[src/rtl/gticc_qpll_reset_seq.sv]
// Reset/lock sequencer for the GTX quad PLL common block.
// Drives the QPLL reset and synchronises its resetdone. It qualifies lock
// stability before raising pll_ready, and retries with a bounded budget
// before it parks in FAULT.
module gticc_qpll_reset_seq #(
  parameter int unsigned INIT_WAIT_CYCLES    = 500,
  parameter int unsigned RESET_PULSE_CYCLES  = 64,
  parameter int unsigned LOCK_TIMEOUT_CYCLES = 100000,
  parameter int unsigned STABLE_CYCLES       = 1024,
  parameter int unsigned MAX_RETRY           = 15,
  parameter int unsigned CNT_W               = 20
) (
  input  logic       clk,
  input  logic       reset_n,
  input  logic       start,
  input  logic       qpll_resetdone,
  output logic       qpll_reset,
  output logic       pll_ready,
  output logic       lost_lock,
  output logic       fault,
  output logic [3:0] retry_count,
  output logic [2:0] state_o
);

  typedef enum logic [2:0] {
    S_INIT_WAIT  = 3'd0,
    S_ASSERT_RST = 3'd1,
    S_WAIT_LOCK  = 3'd2,
    S_STABLE     = 3'd3,
    S_READY      = 3'd4,
    S_FAULT      = 3'd5
  } state_e;

  localparam logic [CNT_W-1:0] INIT_LAST    = CNT_W'(INIT_WAIT_CYCLES - 1);
  localparam logic [CNT_W-1:0] PULSE_LAST   = CNT_W'(RESET_PULSE_CYCLES - 1);
  localparam logic [CNT_W-1:0] TIMEOUT_LAST = CNT_W'(LOCK_TIMEOUT_CYCLES - 1);
  localparam logic [CNT_W-1:0] STABLE_LAST  = CNT_W'(STABLE_CYCLES - 1);
  localparam logic [CNT_W-1:0] CNT_ONE      = {{(CNT_W-1){1'b0}}, 1'b1};
  localparam logic [3:0]       RETRY_MAX    = 4'(MAX_RETRY);

  state_e             state_q, state_d;
  logic [CNT_W-1:0]   cnt_q, cnt_d, cnt_inc;
  logic [3:0]         retry_q, retry_d;
  logic               fault_q, fault_d;
  logic               ready_q, ready_d;
  logic               lost_q, lost_d;
  logic               qrst_q, qrst_d;
  logic               sync1_q, lock_sync_q;
  logic               do_retry;

  // Two-flop synchroniser bringing qpll_resetdone into the clk domain.
  always_ff @(posedge clk or negedge reset_n) begin
    if (!reset_n) begin
      sync1_q     <= 1'b0;
      lock_sync_q <= 1'b0;
    end else begin
      sync1_q     <= qpll_resetdone;
      lock_sync_q <= sync1_q;
    end
  end

  // State, counter and registered outputs.
  always_ff @(posedge clk or negedge reset_n) begin
    if (!reset_n) begin
      state_q <= S_INIT_WAIT;
      cnt_q   <= '0;
      retry_q <= '0;
      fault_q <= 1'b0;
      ready_q <= 1'b0;
      lost_q  <= 1'b0;
      qrst_q  <= 1'b1;
    end else begin
      state_q <= state_d;
      cnt_q   <= cnt_d;
      retry_q <= retry_d;
      fault_q <= fault_d;
      ready_q <= ready_d;
      lost_q  <= lost_d;
      qrst_q  <= qrst_d;
    end
  end

  // Next-state logic; outputs are derived from the next state so that they
  // change on the same edge as the state.
  always_comb begin
    state_d  = state_q;
    cnt_d    = cnt_q;
    retry_d  = retry_q;
    fault_d  = fault_q;
    ready_d  = ready_q;
    lost_d   = 1'b0;
    do_retry = 1'b0;
    cnt_inc  = (cnt_q == '1) ? cnt_q : cnt_q + CNT_ONE;

    case (state_q)
      S_INIT_WAIT: begin
        if (cnt_q == INIT_LAST) begin
          state_d = S_ASSERT_RST;
          cnt_d   = '0;
        end else begin
          cnt_d = cnt_inc;
        end
      end
      S_ASSERT_RST: begin
        if (cnt_q == PULSE_LAST) begin
          state_d = S_WAIT_LOCK;
          cnt_d   = '0;
        end else begin
          cnt_d = cnt_inc;
        end
      end
      S_WAIT_LOCK: begin
        if (lock_sync_q) begin
          state_d = S_STABLE;
          cnt_d   = '0;
        end else if (cnt_q == TIMEOUT_LAST) begin
          do_retry = 1'b1;
        end else begin
          cnt_d = cnt_inc;
        end
      end
      S_STABLE: begin
        if (!lock_sync_q) begin
          do_retry = 1'b1;
        end else if (cnt_q == STABLE_LAST) begin
          state_d = S_READY;
          ready_d = 1'b1;
          cnt_d   = '0;
        end else begin
          cnt_d = cnt_inc;
        end
      end
      S_READY: begin
        if (!lock_sync_q) begin
          state_d = S_ASSERT_RST;
          ready_d = 1'b0;
          lost_d  = 1'b1;
          retry_d = '0;
          cnt_d   = '0;
        end
      end
      S_FAULT: begin
        fault_d = 1'b1;
      end
      default: begin
        state_d = S_INIT_WAIT;
        cnt_d   = '0;
      end
    endcase

    // Shared retry path for lock timeout and loss of lock during STABLE.
    if (do_retry) begin
      cnt_d = '0;
      if (retry_q >= RETRY_MAX) begin
        state_d = S_FAULT;
        fault_d = 1'b1;
      end else begin
        state_d = S_ASSERT_RST;
        retry_d = retry_q + 4'd1;
      end
    end

    // A soft restart overrides every other transition.
    if (start) begin
      state_d = S_ASSERT_RST;
      cnt_d   = '0;
      retry_d = '0;
      fault_d = 1'b0;
      ready_d = 1'b0;
      lost_d  = 1'b0;
    end

    qrst_d = (state_d == S_INIT_WAIT) || (state_d == S_ASSERT_RST) ||
             (state_d == S_FAULT);
  end

  assign qpll_reset  = qrst_q;
  assign pll_ready   = ready_q;
  assign lost_lock   = lost_q;
  assign fault       = fault_q;
  assign retry_count = retry_q;
  assign state_o     = state_q;

endmodule
[config.mk]
export PLATFORM = sky130hd
export DESIGN_NAME = gticc_qpll_reset_seq
export DESIGN_NICKNAME = d
export VERILOG_FILES = /design/src/rtl/gticc_qpll_reset_seq.sv
export SDC_FILE = /design/constraint.sdc
export NUM_CORES = 1
export LEC_CHECK = 0
export ABC_AREA = 1
export CAP_MARGIN = 20
export CORE_UTILIZATION = 26
export CTS_BUF_LIST = sky130_fd_sc_hd__clkbuf_4 sky130_fd_sc_hd__clkbuf_8
export DETAILED_ROUTE_END_ITERATION = 16
export GPL_ROUTABILITY_DRIVEN = 0
export PLACE_DENSITY = 0.45
export SLEW_MARGIN = 10
export SYNTH_ARGS = -nofsm -noshare
export SYNTH_HDL_FRONTEND = slang
export SYNTH_SLANG_ARGS = --single-unit
[constraint.sdc]
create_clock -name clk -period 2.2 [get_ports clk]
set_input_delay 0.33 -clock clk [delete_from_list [all_inputs] [get_ports clk]]
set_output_delay 0.33 -clock clk [all_outputs]
set_load 0.02 [all_outputs]
==> reports/qor.log <==
[run_status] result of the run complete, no violations
[global_routing] pin count of the biggest net entering global routing 34
[timing] period utilisation layout 0.9283
[cells_and_area] final design area excluding fillers 0.003246 mm^2
[placement] HPWL after DPL 6453 um
[detailed_routing] per-cell routed wire length 14.17 um
[logic_synthesis] number of register bits inferred by synthesis 33
[floorplanning] Die Footprint 0.01120 mm^2
[floorplanning] Die Ht 105.8 um
[detailed_routing] drt first pass iters 4
[timing] count of final setup violators 0
[cells_and_area] Layout Nets 465
[clock_tree] Worst-Skew Late Latency 0.30 ns
[global_routing] antenna violations before repair 0
[clock_tree] Clock Sink Count 33
[clock_tree] Root Buffer sky130_fd_sc_hd__clkbuf_8
[critical_path] slack of the worst reg-to-reg path 0.16 ns
[clock_tree] clock slew at the register clock pins of the worst setup and hold paths 0.08 ns
[logic_synthesis] total of warnings raised by yosys 0
[global_routing] GR Util met3 0.02536
[critical_path] nature of the critical path endpoint flip-flop
[clock_tree] Setup Fix Bufs, Post-CTS 0
[global_routing] sum of overflow across all layers after global routing 0
[floorplanning] I/O Pins 15
[detailed_routing] mean number of vias per cell 4.763
[placement] setup slack at placement 0.1298 ns
[floorplanning] effective utilization at floorplan 0.2703
[logic_synthesis] Net Count, Synth 442
[logic_synthesis] share of synthesized registers carrying an async set or reset 1.000
[global_routing] global routing usage summed across all routing layers 0.1627
[run] # Max-Cap Violations 0
[global_routing] met1 global-route usage 0.2278
[pwr] PD cells 401.1 mW/mm^2
[critical_path] data required time at the worst endpoint 2.44 ns
[logic_synthesis] number of unique standard cell types used by synthesis 38
[floorplanning] area of the core region 0.01037 mm^2
[critical_path] worst setup path class flip-flop to flip-flop
[clock_tree] CTS tree built
[logic_synthesis] Syn Inst Count 436
[floorplanning] number of rows in the core area 37
[critical_path] startpoint kind of the worst setup timing path flip-flop
[timing] number of pins with negative max-slew slack in the final report 0
[detailed_routing] detailed-route wire length 8443 um
[timing] unrepaired setup endpoints after global routing false
[logic_synthesis] Mapped Area 0.002803 mm^2
[global_routing] first-pass GRT wire length 14350 um
[min_path] Min-Delay Path Class input port to async pin
[pwr] static power due to leakage 1.547 nW
[logic_synthesis] synthesized area per cell 6.428 um^2
[timing] largest clock skew in the final design 0.007419 ns
[clock_tree] post-CTS resize count 0
[critical_path] Worst Reg-to-Reg Cells 11
[timing] final worst path period need 2.042 ns
[critical_path] data arrival time of the worst path 2.28 ns
[detailed_routing] Antenna Nets Post-Route 0
[placement] total placed instance area 0.003126 mm^2
[pwr] total power draw 1.302 mW
[timing] worst-case headroom to the max-slew limit 0.4609
[timing] setup slack of the critical path after layout 0.1578 ns
[detailed_routing] DRC violation total after the first TritonRoute iteration 166
[clock_tree] maximum level of the CTS H-tree 2
[logic_synthesis] count of flip-flops with a built-in enable after synthesis 0
[floorplanning] Die X 105.8 um
[global_routing] met2 global-route usage 0.2600
[cells_and_area] post-synthesis to final-layout area growth 15.80%
[timing] accumulated negative setup slack 0 ns
[pwr] maximum VDD drop 0.3142 mV
[clock_tree] Max Root-Sink Buffers 2
[logic_synthesis] sequential cell area fraction in the yosys report 0.2951
[placement] port buffer count 14
[clock_tree] number of buffers added by the clock tree synthesis step 5
[global_routing] layer with the highest usage after global routing met2
[detailed_routing] drc violations 0
[timing] Peak Freq 0.4897 GHz
[detailed_routing] total via count in the routed design 2839
[timing] worst slew pin tran 0.8086 ns
[cells_and_area] Antenna Cells 0
[global_routing] via count of the first global-routing pass 2728
[cells_and_area] number of cells in the finished layout apart from fillers 596
[clock_tree] number of buffers inserted for hold repair after clock tree synthesis 0
[timing] number of hold violations in the final report 0
[logic_synthesis] most instantiated flip-flop cell in the synthesis netlist sky130_fd_sc_hd__dfrtp_1
[critical_path] worst-path fanout max 16
[placement] placed cells 588
[cells_and_area] share of layout cells above drive strength 1 0.1500
## synth_stat cells (4+ instances only)
library cell               instances  area share
sky130_fd_sc_hd__nand2_1         138        0.18
sky130_fd_sc_hd__nand3_1          62        0.11
sky130_fd_sc_hd__nor2_1           57       0.076
sky130_fd_sc_hd__inv_1            34       0.046
sky130_fd_sc_hd__dfrtp_1          32        0.29
sky130_fd_sc_hd__o21ai_0          14       0.025
sky130_fd_sc_hd__nand2_2          13       0.029
sky130_fd_sc_hd__nand4_1           8       0.018
sky130_fd_sc_hd__a21oi_1           7       0.012
sky130_fd_sc_hd__o211ai_1          7       0.019
sky130_fd_sc_hd__nor2_2            6       0.013
sky130_fd_sc_hd__buf_6             5       0.020
sky130_fd_sc_hd__inv_2             5      0.0067
sky130_fd_sc_hd__nor2_4            5       0.020
sky130_fd_sc_hd__xor2_1            5       0.016
sky130_fd_sc_hd__buf_2             4      0.0071
## sequential cells by signal, summed over array words and instances, names as in the netlist
register and count:
cnt_q 20, retry_count 4, state_o 3, fault 1, lock_sync_q 1, lost_lock 1, pll_ready 1, qpll_reset 1
sync1_q 1
## through the flow
stage	utilization	hold slack, ns
2_1_floorplan	-	0.03441
3_5_place_dp	0.3014	0.3364
4_1_cts	0.3125	0.1473
5_1_grt	0.3130	0.1756
6_report	0.3130	0.1200
3_3_place_gp	0.3014	0.3360
## power breakdown
part	switching [mW]	internal, mW	leakage [nW]	total (mW)
combinational	0.0481	0.0206	1.05	0.0687
clock	0.273	0.340	0.0543	0.613
sequential	0.00779	0.613	0.445	0.620
total	0.329	0.973	1.55	1.30
## cells by family (layout without fill, tap and decap cells)
family,count (synthesis),in the layout,share of synthesized area
flops,33,33,0.2951
fa+ha+maj,2,2,0.008927
xor+xnor,7,7,0.02188
compound gates,34,34,0.07099
simple gates,303,303,0.5058
buf+inv,57,81,0.09732
## area by class of cell
cell class / instances / area (um^2)
Multi-Input combinational cell: 346 / 1708
Timing Repair Buffer: 29 / 247.7
Tap cell: 136 / 170.2
Clock buffer: 5 / 68.82
Fill cell: 1141 / 7124
Sequential cell: 33 / 827.0
Inverter: 44 / 177.7
Clock inverter: 3 / 46.29
## path summary, 6_finish.rpt
path,from,to
max,cnt_q[9]$_DFFE_PN0P_,cnt_q[7]$_DFFE_PN0P_
min,reset_n,retry_count[0]$_DFF_PN0_
max reg2reg,cnt_q[9]$_DFFE_PN0P_,cnt_q[7]$_DFFE_PN0P_
min reg2reg,sync1_q$_DFF_PN0_,lock_sync_q$_DFF_PN0_
max in group asynchronous,reset_n,state_o[0]$_DFF_PN0_
min in group clk,sync1_q$_DFF_PN0_,lock_sync_q$_DFF_PN0_
## layout by cell type (no fill, tap or decap), types with 7 or more instances in the layout
cell type and n:
sky130_fd_sc_hd__a21oi_1 7, sky130_fd_sc_hd__buf_4 15, sky130_fd_sc_hd__clkdlybuf4s50_1 13, sky130_fd_sc_hd__dfrtp_1 32, sky130_fd_sc_hd__inv_1 34, sky130_fd_sc_hd__nand2_1 138, sky130_fd_sc_hd__nand2_2 13, sky130_fd_sc_hd__nand3_1 62
sky130_fd_sc_hd__nand4_1 8, sky130_fd_sc_hd__nor2_1 56, sky130_fd_sc_hd__nor2_2 7, sky130_fd_sc_hd__o211ai_1 7, sky130_fd_sc_hd__o21ai_0 14
## routing by layer
layer,vias up,wire (um)
met5,-,0
met4,0,129
met3,9,354
met2,69,3863
met1,1308,4095
li1,1453,-
## critical path, stage by stage (launching register included)
cell and delay (ns):
sky130_fd_sc_hd__dfrtp_1 0.56, sky130_fd_sc_hd__nand2_2 0.15, sky130_fd_sc_hd__nor2_2 0.20, sky130_fd_sc_hd__and2_2 0.20, sky130_fd_sc_hd__nand3_4 0.19, sky130_fd_sc_hd__nand2_1 0.22, sky130_fd_sc_hd__nand3_1 0.09, sky130_fd_sc_hd__nand2_1 0.08
sky130_fd_sc_hd__inv_1 0.03, sky130_fd_sc_hd__nand2_1 0.05, sky130_fd_sc_hd__nand3_1 0.12, sky130_fd_sc_hd__nand2_1 0.09
Power figures use the tool's default switching activity.
